### config.mk
export PLATFORM = sky130hd
export DESIGN_NAME = cbus_arbiter
export DESIGN_NICKNAME = d
export VERILOG_FILES = /design/src/rtl/cbus_arbiter_pkg.sv /design/src/rtl/cbus_arb_pick.sv /design/src/rtl/cbus_arbiter.sv
export SDC_FILE = /design/constraint.sdc
export NUM_CORES = 1
export LEC_CHECK = 0
export ABC_AREA = 1
export ABC_CLOCK_PERIOD_IN_PS = 1000
export CAP_MARGIN = 30
export CELL_PAD_IN_SITES_DETAIL_PLACEMENT = 0
export CELL_PAD_IN_SITES_GLOBAL_PLACEMENT = 1
export CORE_UTILIZATION = 10
export DETAILED_ROUTE_END_ITERATION = 8
export HOLD_SLACK_MARGIN = 0.03
export PLACE_DENSITY = 0.9
export SYNTH_ARGS = -nofsm -noshare
export SYNTH_HDL_FRONTEND = slang
export SYNTH_HIERARCHICAL = 1
export SYNTH_SLANG_ARGS = --single-unit
### constraint.sdc
create_clock -name clk -period 1 [get_ports clk]
set_input_delay 0.1 -clock clk [delete_from_list [all_inputs] [get_ports clk]]
set_output_delay 0.1 -clock clk [all_outputs]
set_load 0.005 [all_outputs]
### src/rtl/cbus_arbiter_pkg.sv
// Shared CBus types and encodings, plus the arbiter's internal state type.
// Imported by cbus_arbiter, cbus_arb_pick and the bench.
package cbus_arbiter_pkg;

  localparam int CBUS_AW = 32;
  localparam int CBUS_DW = 32;

  // Transfer size encodings (bytes per beat).
  localparam logic [1:0] CBUS_SIZE_B = 2'd0;
  localparam logic [1:0] CBUS_SIZE_H = 2'd1;
  localparam logic [1:0] CBUS_SIZE_W = 2'd2;

  // Burst length is encoded as beats minus one.
  localparam logic [3:0] CBUS_LEN_1  = 4'd0;
  localparam logic [3:0] CBUS_LEN_4  = 4'd3;
  localparam logic [3:0] CBUS_LEN_16 = 4'd15;

  typedef struct packed {
    logic               valid;
    logic               write;
    logic [1:0]         size;
    logic [3:0]         len;
    logic [CBUS_AW-1:0] addr;
    logic [CBUS_DW-1:0] wdata;
  } cbus_req_t;

  typedef struct packed {
    logic               ready;
    logic               last;
    logic [CBUS_DW-1:0] data;
  } cbus_resp_t;

  typedef enum logic {
    ARB_IDLE = 1'b0,
    ARB_BUSY = 1'b1
  } arb_state_e;

endpackage

### src/rtl/cbus_arb_pick.sv
// Winner select: first asserted request at or after 'start', wrapping modulo N.
// With start tied to zero this degenerates to lowest-index-wins priority.
module cbus_arb_pick #(
  parameter int N  = 2,
  parameter int IW = 1
) (
  input  logic [N-1:0]  reqs,
  input  logic [IW-1:0] start,
  output logic [IW-1:0] idx,
  output logic          found
);

  logic [N-1:0] rot;

  // rot[k] is the request that sits k positions after start.
  assign rot = N'({reqs, reqs} >> start);

  always_comb begin
    // NOTE: every output gets a default before the loop so no path leaves it unassigned (no latch).
    idx   = '0;
    found = 1'b0;
    // Walk downward so the smallest offset from start is the last one written.
    for (int k = N - 1; k >= 0; k--) begin
      if (rot[k]) begin
        found = 1'b1;
        idx   = IW'((int'(start) + k) % N);
      end
    end
  end

endmodule

### src/rtl/cbus_arbiter.sv
// N:1 CBus arbiter: one grant held from arbitration until ready && last.
// Default is fixed priority; define CBUS_ARB_RR_EN for round-robin.
module cbus_arbiter
  import cbus_arbiter_pkg::*;
#(
  parameter int NUM_INPUTS = 2
) (
  input  logic       clk,
  input  logic       resetn,
  input  cbus_req_t  ireqs  [NUM_INPUTS],
  output cbus_resp_t iresps [NUM_INPUTS],
  output cbus_req_t  oreq,
  input  cbus_resp_t oresp
);

  localparam int SW = $clog2(NUM_INPUTS);

  arb_state_e            state;
  logic [SW-1:0]         sel;
  logic [SW-1:0]         start;
  logic [SW-1:0]         win;
  logic                  win_found;
  logic [NUM_INPUTS-1:0] valids;

  always_comb begin
    valids = '0;
    for (int i = 0; i < NUM_INPUTS; i++) begin
      valids[i] = ireqs[i].valid;
    end
  end

  cbus_arb_pick #(
    .N  (NUM_INPUTS),
    .IW (SW)
  ) u_pick (
    .reqs  (valids),
    .start (start),
    .idx   (win),
    .found (win_found)
  );

`ifdef CBUS_ARB_RR_EN
  // Pointer holds last_granted + 1, so reset to 0 makes index 0 the first candidate.
  logic [SW-1:0] rr_ptr;

  always_ff @(posedge clk) begin
    if (!resetn) begin
      rr_ptr <= '0;
    end else if (state == ARB_IDLE && win_found) begin
      rr_ptr <= (win == SW'(NUM_INPUTS - 1)) ? '0 : win + SW'(1);
    end
  end

  assign start = rr_ptr;
`else
  assign start = '0;
`endif

  // NOTE: all state is updated with non-blocking assignments so every register samples pre-edge values.
  always_ff @(posedge clk) begin
    if (!resetn) begin
      state <= ARB_IDLE;
      sel   <= '0;
    end else begin
      case (state)
        ARB_IDLE: begin
          if (win_found) begin
            sel   <= win;
            state <= ARB_BUSY;
          end
        end
        ARB_BUSY: begin
          // Valid dropping mid-burst is not checked; only ready && last ends the grant.
          if (oresp.ready && oresp.last) begin
            state <= ARB_IDLE;
          end
        end
        default: state <= ARB_IDLE;
      endcase
    end
  end

  // Pass-through muxing: only the granted port sees traffic, and only while BUSY.
  always_comb begin
    oreq = '0;
    for (int j = 0; j < NUM_INPUTS; j++) begin
      iresps[j] = '0;
      if (state == ARB_BUSY && sel == SW'(j)) begin
        oreq      = ireqs[j];
        iresps[j] = oresp;
      end
    end
  end

endmodule
==> results of run 1 <==
## cells by family (layout without fill, tap and decap cells)
| family | Yosys count | after routing |
|---|---|---|
| and+or+nand+nor | 293 | 293 |
| buffers and inverters | 76 | 477 |
| AOI/OAI and AO/OA | 3 | 3 |
| DFF | 2 | 2 |
| other | 1 | 1 |
## per-layer routing
layer	vias up	wire length (um)	part of all wire (%)
met4	0	227	1.5
li1	2011	-	-
met2	223	7930	54
met1	1876	5490	37
met3	18	1020	6.9
met5	-	0	0
## registers in the layout (all words and copies together) (netlist names)
name,flops
state,1
sel,1
## layout make-up
type,instances,area [um^2]
clock buffers,4,78.8
fillers,1573,9160
inverters,39,161
multi-input cells,297,2180
flip-flops and latches,2,47.5
well taps,216,270
repair buffers,434,4210
## report_power, final
part	internal [uW]	switching (uW)
Sequential	89.5	30.6
Combinational	2220	1530
Clock	525	99.1
Total	2840	1660
## synth_stat cells (all sizes together)
| cell | count |
|---|---|
| a21boi | 1 |
| a21oi | 2 |
| buf | 30 |
| clkbuf | 7 |
| conb | 1 |
| dfxtp | 2 |
| inv | 39 |
| nand2 | 78 |
| nand3 | 145 |
| nor2 | 69 |
| or2 | 1 |
## timing repair
item	4_1_cts	5_1_grt
setup endpoints to repair	142	142
buffers inserted	15	60
cloned	5	14
pin swaps	5	68
gates resized for setup	273	496
## worst reg2reg max path: stages (launching register included)
cell and delay (ns):
dfxtp_4 0.42, buf_6 0.15, buf_6 0.12, buf_6 0.11, inv_4 0.04, a21oi_2 0.11
nor2_1 0.06
## how the worst max path moves through the flow
stage                     startpoint  depth (start not counted)          to
finish              state$_SDFF_PN0_                          7    oreq[65]
global placement    sel$_SDFFE_PN0P_                          5    oreq[20]
floorplan           sel$_SDFFE_PN0P_                          4    oreq[10]
global route        state$_SDFF_PN0_                          7    oreq[69]
detailed placement  sel$_SDFFE_PN0P_                          5    oreq[20]
CTS                 sel$_SDFFE_PN0P_                          5  iresps[34]
## through the flow
stage | TNS, ns | power [uW]
detailed placement | -68.10 | 2740
floorplan | 0 | 869
global placement | -65.84 | 2730
global route | -61.44 | 4760
CTS | -68.57 | 3570
finish | -54.43 | 4500
==> summary.md, run 1 <==
| Metric | Value |
|---|---|
| Status | `complete, but fails checks` |
| Placed cell areas | `between 0.005 and 0.006 mm^2` |
| PD cells | `647 mW/mm^2` |
| Failing checks | `setup timing` |
| Critical path, cell by cell | `buf_12 > buf_6 > buf_6 > clkbuf_16 > nand3_1 > nand2_1 > buf_2` |
| Worst r2r src | `state$_SDFF_PN0_` |
| Die Y | `roughly 130 um` |
| Count of non-filler cells in the finished layout | `992` |
| Buf/Inv on CP | `5` |
| Core ar. | `between 0.015 and 0.02 mm^2` |
| Unique masters post-synth | `13` |
| Final instance area | `0.00695 mm^2` |
| Largest family of logic cells by synthesized area | `simple AND/OR/NAND/NOR gates` |
| Multiplexer share of the synthesized area | `0%` |
| Fmax | `approximately 680 MHz` |
| Period Utilization, post-route | `148%` |
| Fraction of layout cells with a size suffix above 1 | `54.1%` |
| Largest net degree at the start of global routing | `35` |
| Hold_buf cts | `0` |
| Post-DP HPWL | `roughly 9.0 mm` |
| Critical Path AT | `1.38 ns` |
| Worst r2r dst | `sel$_SDFFE_PN0P_` |
| CP top delay family | `buffers and inverters` |
| Critical setup path kind | `flop to primary output` |
| Largest cells by area after synthesis | `nand3_1 43%, nand2_1 17%, nor2_1 15%, inv_1 8.5%, buf_2 7.8%` |
| Max FO, Critical Path | `5` |
| IO buf count | `319` |
| Post-layout util | `43.2%` |
| Leakage | `0.00340 uW` |
| Max-cap violations | `0` |
| Clock root cell | `clkbuf_16` |
| Synth Net Count | `555` |
| Slowest stage delay, CP | `roughly 0.38 ns` |
| Synth Area in Simple Gates | `76.5%` |
| Initial core utilization | `10.4%` |
| Placed cells | `901` |
| Sequential-to-total area share from yosys stat | `under 10%` |
| Synth Warn # | `6` |
| Post-layout min period | `1.48 ns` |
| Yosys top cell by area | `nand3_1` |
| Cell Rows | `46` |
| R2R Setup Slk | `-0.12 ns` |
| Gr usage total | `roughly 13%` |
| GPL Wtd Cong | `0.760` |
| CP startpoint kind | `flop` |
| Post-DR vias/cell | `4.16` |
| WL/cell | `14.8 um` |
| Inserted Clock Buffers | `3` |
| Critical-path top delay cell | `dfxtp_4` |
| Area growth syn-to-layout | `314%` |
| R2r worst-path depth | `6` |
| Crit. End Element | `primary output` |
| HP Start | `resetn` |
| Clk_lat worst skew | `0.22 ns` |
| Diodes inserted | `0` |
| GRT overflow | `0` |
| Met1 global-route usage | `between 10% and 20%` |
| Synth Area in Compound Gates | `1.04%` |
| Routing usage on met3 | `under 10%` |
| WHS Endpoint | `sel$_SDFFE_PN0P_` |
| RSZ-0062 raised after global routing | `yes` |
| CTS Buffer Depth | `2` |
| Yosys top cell area share | `43.3%` |
| Final Max Tran Viols | `0` |
| Hold crit path type | `input pin to flop` |
| I/O pins | `320` |
| Most frequent cells in the layout | `179 x clkdlybuf4s50_1, 87 x nand3_2, 86 x buf_2, 65 x nand2_1, 52 x nand3_1` |
| Cell Area, Synth | `0.00168 mm^2` |
| Number of synthesized register bits | `2` |
| Final Hold Slack | `~0.47 ns` |
| Final setup viols | `roughly 140` |
| Data required time at the worst endpoint | `0.90 ns` |
| Max IR drop VDD | `502 uV` |
| Final clock skew | `0.00316 ns` |
| Antenna viol nets, final | `0` |
| CTS tree | `built` |
| TritonCTS Sinks | `2` |
| Final Hold Fails | `0` |
| Post-synthesis xor/xnor area fraction | `0%` |
| Hold depth | `3` |
| Layout Nets | `957` |
| DR iter-0 viols | `105` |
| Clock slew at reported path FFs | `0.03 ns` |
| Syn Inst Count | `between 300 and 400` |
| Global-route wire length before repair | `18.4 mm` |
| Top cell by count, worst path | `buf_6` |
| Adder-Cell Fraction of Synth Area | `0%` |
| DRT Wirelength | `14.7 mm` |
| Syn Area/Cell | `4.47 um^2` |
| Full die area | `0.0173 mm^2` |
| Most used routing layer | `met2` |
| H-Tree Depth | `1` |
| Worst setup margin | `-0.480 ns` |
| Vias in the first global route | `between 3000 and 4000` |
| Die X | `132 um` |
| Dpl ws | `-0.595 ns` |
| Commonest non-fill, non-tap cell in the layout | `clkdlybuf4s50_1` |
| Routed via count | `4128` |
| Antenna violations before repair | `0` |
| Met2 Usage GRT | `24.0%` |
| Pre-Repair DR Iteration Count | `4` |
| Remaining DRCs | `0` |
Note: power is estimated with default switching activity, not from simulation.
==> run 2, diff against run 1 <==
CELL_PAD_IN_SITES_DETAIL_PLACEMENT = 1   (was 0)
==> run 2 against run 1 <==
Effect of this change: the flow still finishes with violations (setup timing); clock skew fell by 0.0029 ns; sequential power barely moved; die area did not move; sequential share of layout area barely moved; cell count fell by 1.7%; register-to-register slack improved by 0.05 ns; combinational power fell by 2%; first-iteration DRC count fell by 15%; total power fell by 2.0%; critical path depth fell by 1; critical endpoint is now iresps[4].
==> summary.md, run 2 (synthesis results as in run 1) <==
| Metric | Value |
|---|---|
| CTS Buffer Depth | `2` |
| H-Tree Depth | `1` |
| DR iter-0 viols | `89` |
| Commonest non-fill, non-tap cell in the layout | `clkdlybuf4s50_1` |
| Final Hold Fails | `0` |
| Dpl ws | `-0.580 ns` |
| Crit. End Element | `primary output` |
| Remaining DRCs | `0` |
| Failing checks | `setup timing` |
| Hold crit path type | `input pin to flop` |
| Psw | `~1600 uW` |
| Hold depth | `2` |
| Max-cap violations | `0` |
| Full die area | `0.0173 mm^2` |
| Post-layout min period | `1.56 ns` |
| RSZ-0062 raised after global routing | `yes` |
| Post-DR vias/cell | `4.30` |
| Biggest regs | `sel: 1 flops, state: 1 flops` |
| Critical setup path kind | `flop to primary output` |
| IO buf count | `319` |
| Layout Nets | `940` |
| Critical Path AT | `1.46 ns` |
| Fmax | `641 MHz` |
| Leakage | `0.00369 uW` |
| Die X | `132 um` |
| Clk_lat worst skew | `approximately 0.22 ns` |
| Core ar. | `0.0161 mm^2` |
| Die Y | `132 um` |
| Post-DP HPWL | `10.9 mm` |
| TritonCTS Sinks | `2` |
| Sw Share | `between 30% and 40%` |
| Vias in the first global route | `3904` |
| Pre-Repair DR Iteration Count | `4` |
| Max FO, Critical Path | `8` |
| Filler instances | `1915` |
| Gr usage total | `14.5%` |
| Int Pwr | `2780 uW` |
| Cell Rows | `46` |
| GRT overflow | `0` |
| Routed via count | `between 4000 and 5000` |
| Diodes inserted | `0` |
| DRT Wirelength | `17.4 mm` |
| Fraction of layout cells with a size suffix above 1 | `42.8%` |
| Largest net degree at the start of global routing | `35` |
| Global-route wire length before repair | `20.5 mm` |
| Count of non-filler cells in the finished layout | `975` |
| Period Utilization, post-route | `156%` |
| CTS tree | `built` |
| GPL Wtd Cong | `approximately 0.76` |
| Hold_buf cts | `0` |
| Status | `complete, but fails checks` |
| I/O pins | `320` |
| Clock slew at reported path FFs | `around 0.03 ns` |
| Initial core utilization | `10.4%` |
| Final clock skew | `0.000306 ns` |
| WL/cell | `17.8 um` |
| Comb pwr share | `83.1%` |
| Data required time at the worst endpoint | `0.90 ns` |
| Antenna viol nets, final | `0` |
| Clock share of power | `14.2%` |
| Inserted Clock Buffers | `3` |
| Final Max Tran Viols | `0` |
| Seq pwr share | `2.7%` |
| Antenna violations before repair | `0` |
| Final setup viols | `141` |
| CP startpoint kind | `flop` |
| R2r worst-path depth | `5` |
| Max IR drop VDD | `471 uV` |
| Worst setup margin | `-0.559 ns` |
| Placed cells | `901` |
| Area growth syn-to-layout | `310%` |
| Most frequent cells in the layout | `177 x clkdlybuf4s50_1, 78 x nand3_2, 69 x nand2_1, 62 x nand3_1` |
| Clock root cell | `clkbuf_16` |
| PD cells | `641 mW/mm^2` |
==> run 2: cell count changes in the layout (fill, tap and decap cells not counted), sizes merged, moves of 2 or more <==
| cell | delta |
|---|---|
| clkdlybuf4s15 | +11 |
| buf | -66 |
| clkdlybuf4s50 | -2 |
| clkbuf | +3 |
| dlymetal6s2s | +27 |
| dlygate4sd2 | +11 |
==> run 2: routing by layer <==
metal	vias up	GRT usage (%)	part of all wire, %
met2	244	28.0	54
met5	-	0	0
met4	0	2.07	2.7
li1	1974	-	-
met3	29	4.67	7.3
met1	1947	15.4	36
==> run 2: layout make-up <==
class | instances | area [um^2] | area share [%]
Inverter | 39 | 161 | 2.35
Clock buffer | 4 | 78.8 | 1.15
Timing Repair Buffer | 417 | 4410 | 64.1
Tap cell | 216 | 270 | 3.93
Sequential cell | 2 | 47.5 | 0.691
Multi-Input combinational cell | 297 | 1910 | 27.8
==> run 2: worst paths after layout <==
kind                    start  slack, ns               end
max          state$_SDFF_PN0_      -0.56         iresps[4]
min                    resetn       0.47  state$_SDFF_PN0_
max reg2reg  state$_SDFF_PN0_      -0.07  sel$_SDFFE_PN0P_
min reg2reg  sel$_SDFFE_PN0P_       0.64  sel$_SDFFE_PN0P_
==> run 2: critical path: stages, from the launching register on <==
cell and delay, ns:
dfxtp_4 0.41, buf_12 0.13, buf_8 0.10, nand2_8 0.07, buf_6 0.15, nor2_1 0.13, clkdlybuf4s15_2 0.24
==> run 2: what timing repair did <==
item	4_1_cts	5_1_grt
setup endpoints to repair	142	142
gates cloned	2	20
gates resized for setup	174	398
pin swaps	1	48
setup buffers	6	46
==> run 2: power by group through the flow <==
stage / registers, uW / logic [uW] / clock network [uW]
final: 118 / 3670 / 627
after global routing: 120 / 3880 / 656
after CTS: 112 / 2770 / 631
after detailed placement: 111 / 2680 / 0
after global placement: 110 / 2620 / 0
after floorplan: 94.5 / 775 / 0
==> run 2: through the flow <==
step                      hold WS (ns)  TNS [ns]  instance area [um^2]  util [%]  power (uW)
final                            0.472    -57.43                  6880      42.7        4410
after global routing             0.480    -64.52                  6880      42.7        4660
after CTS                        0.477    -78.11                  5590      34.7        3510
after detailed placement         0.538    -68.47                  5360      33.2        2790
after global placement           0.530    -65.84                  5360      33.2        2730
after floorplan                  0.221         0                  1680         -         869
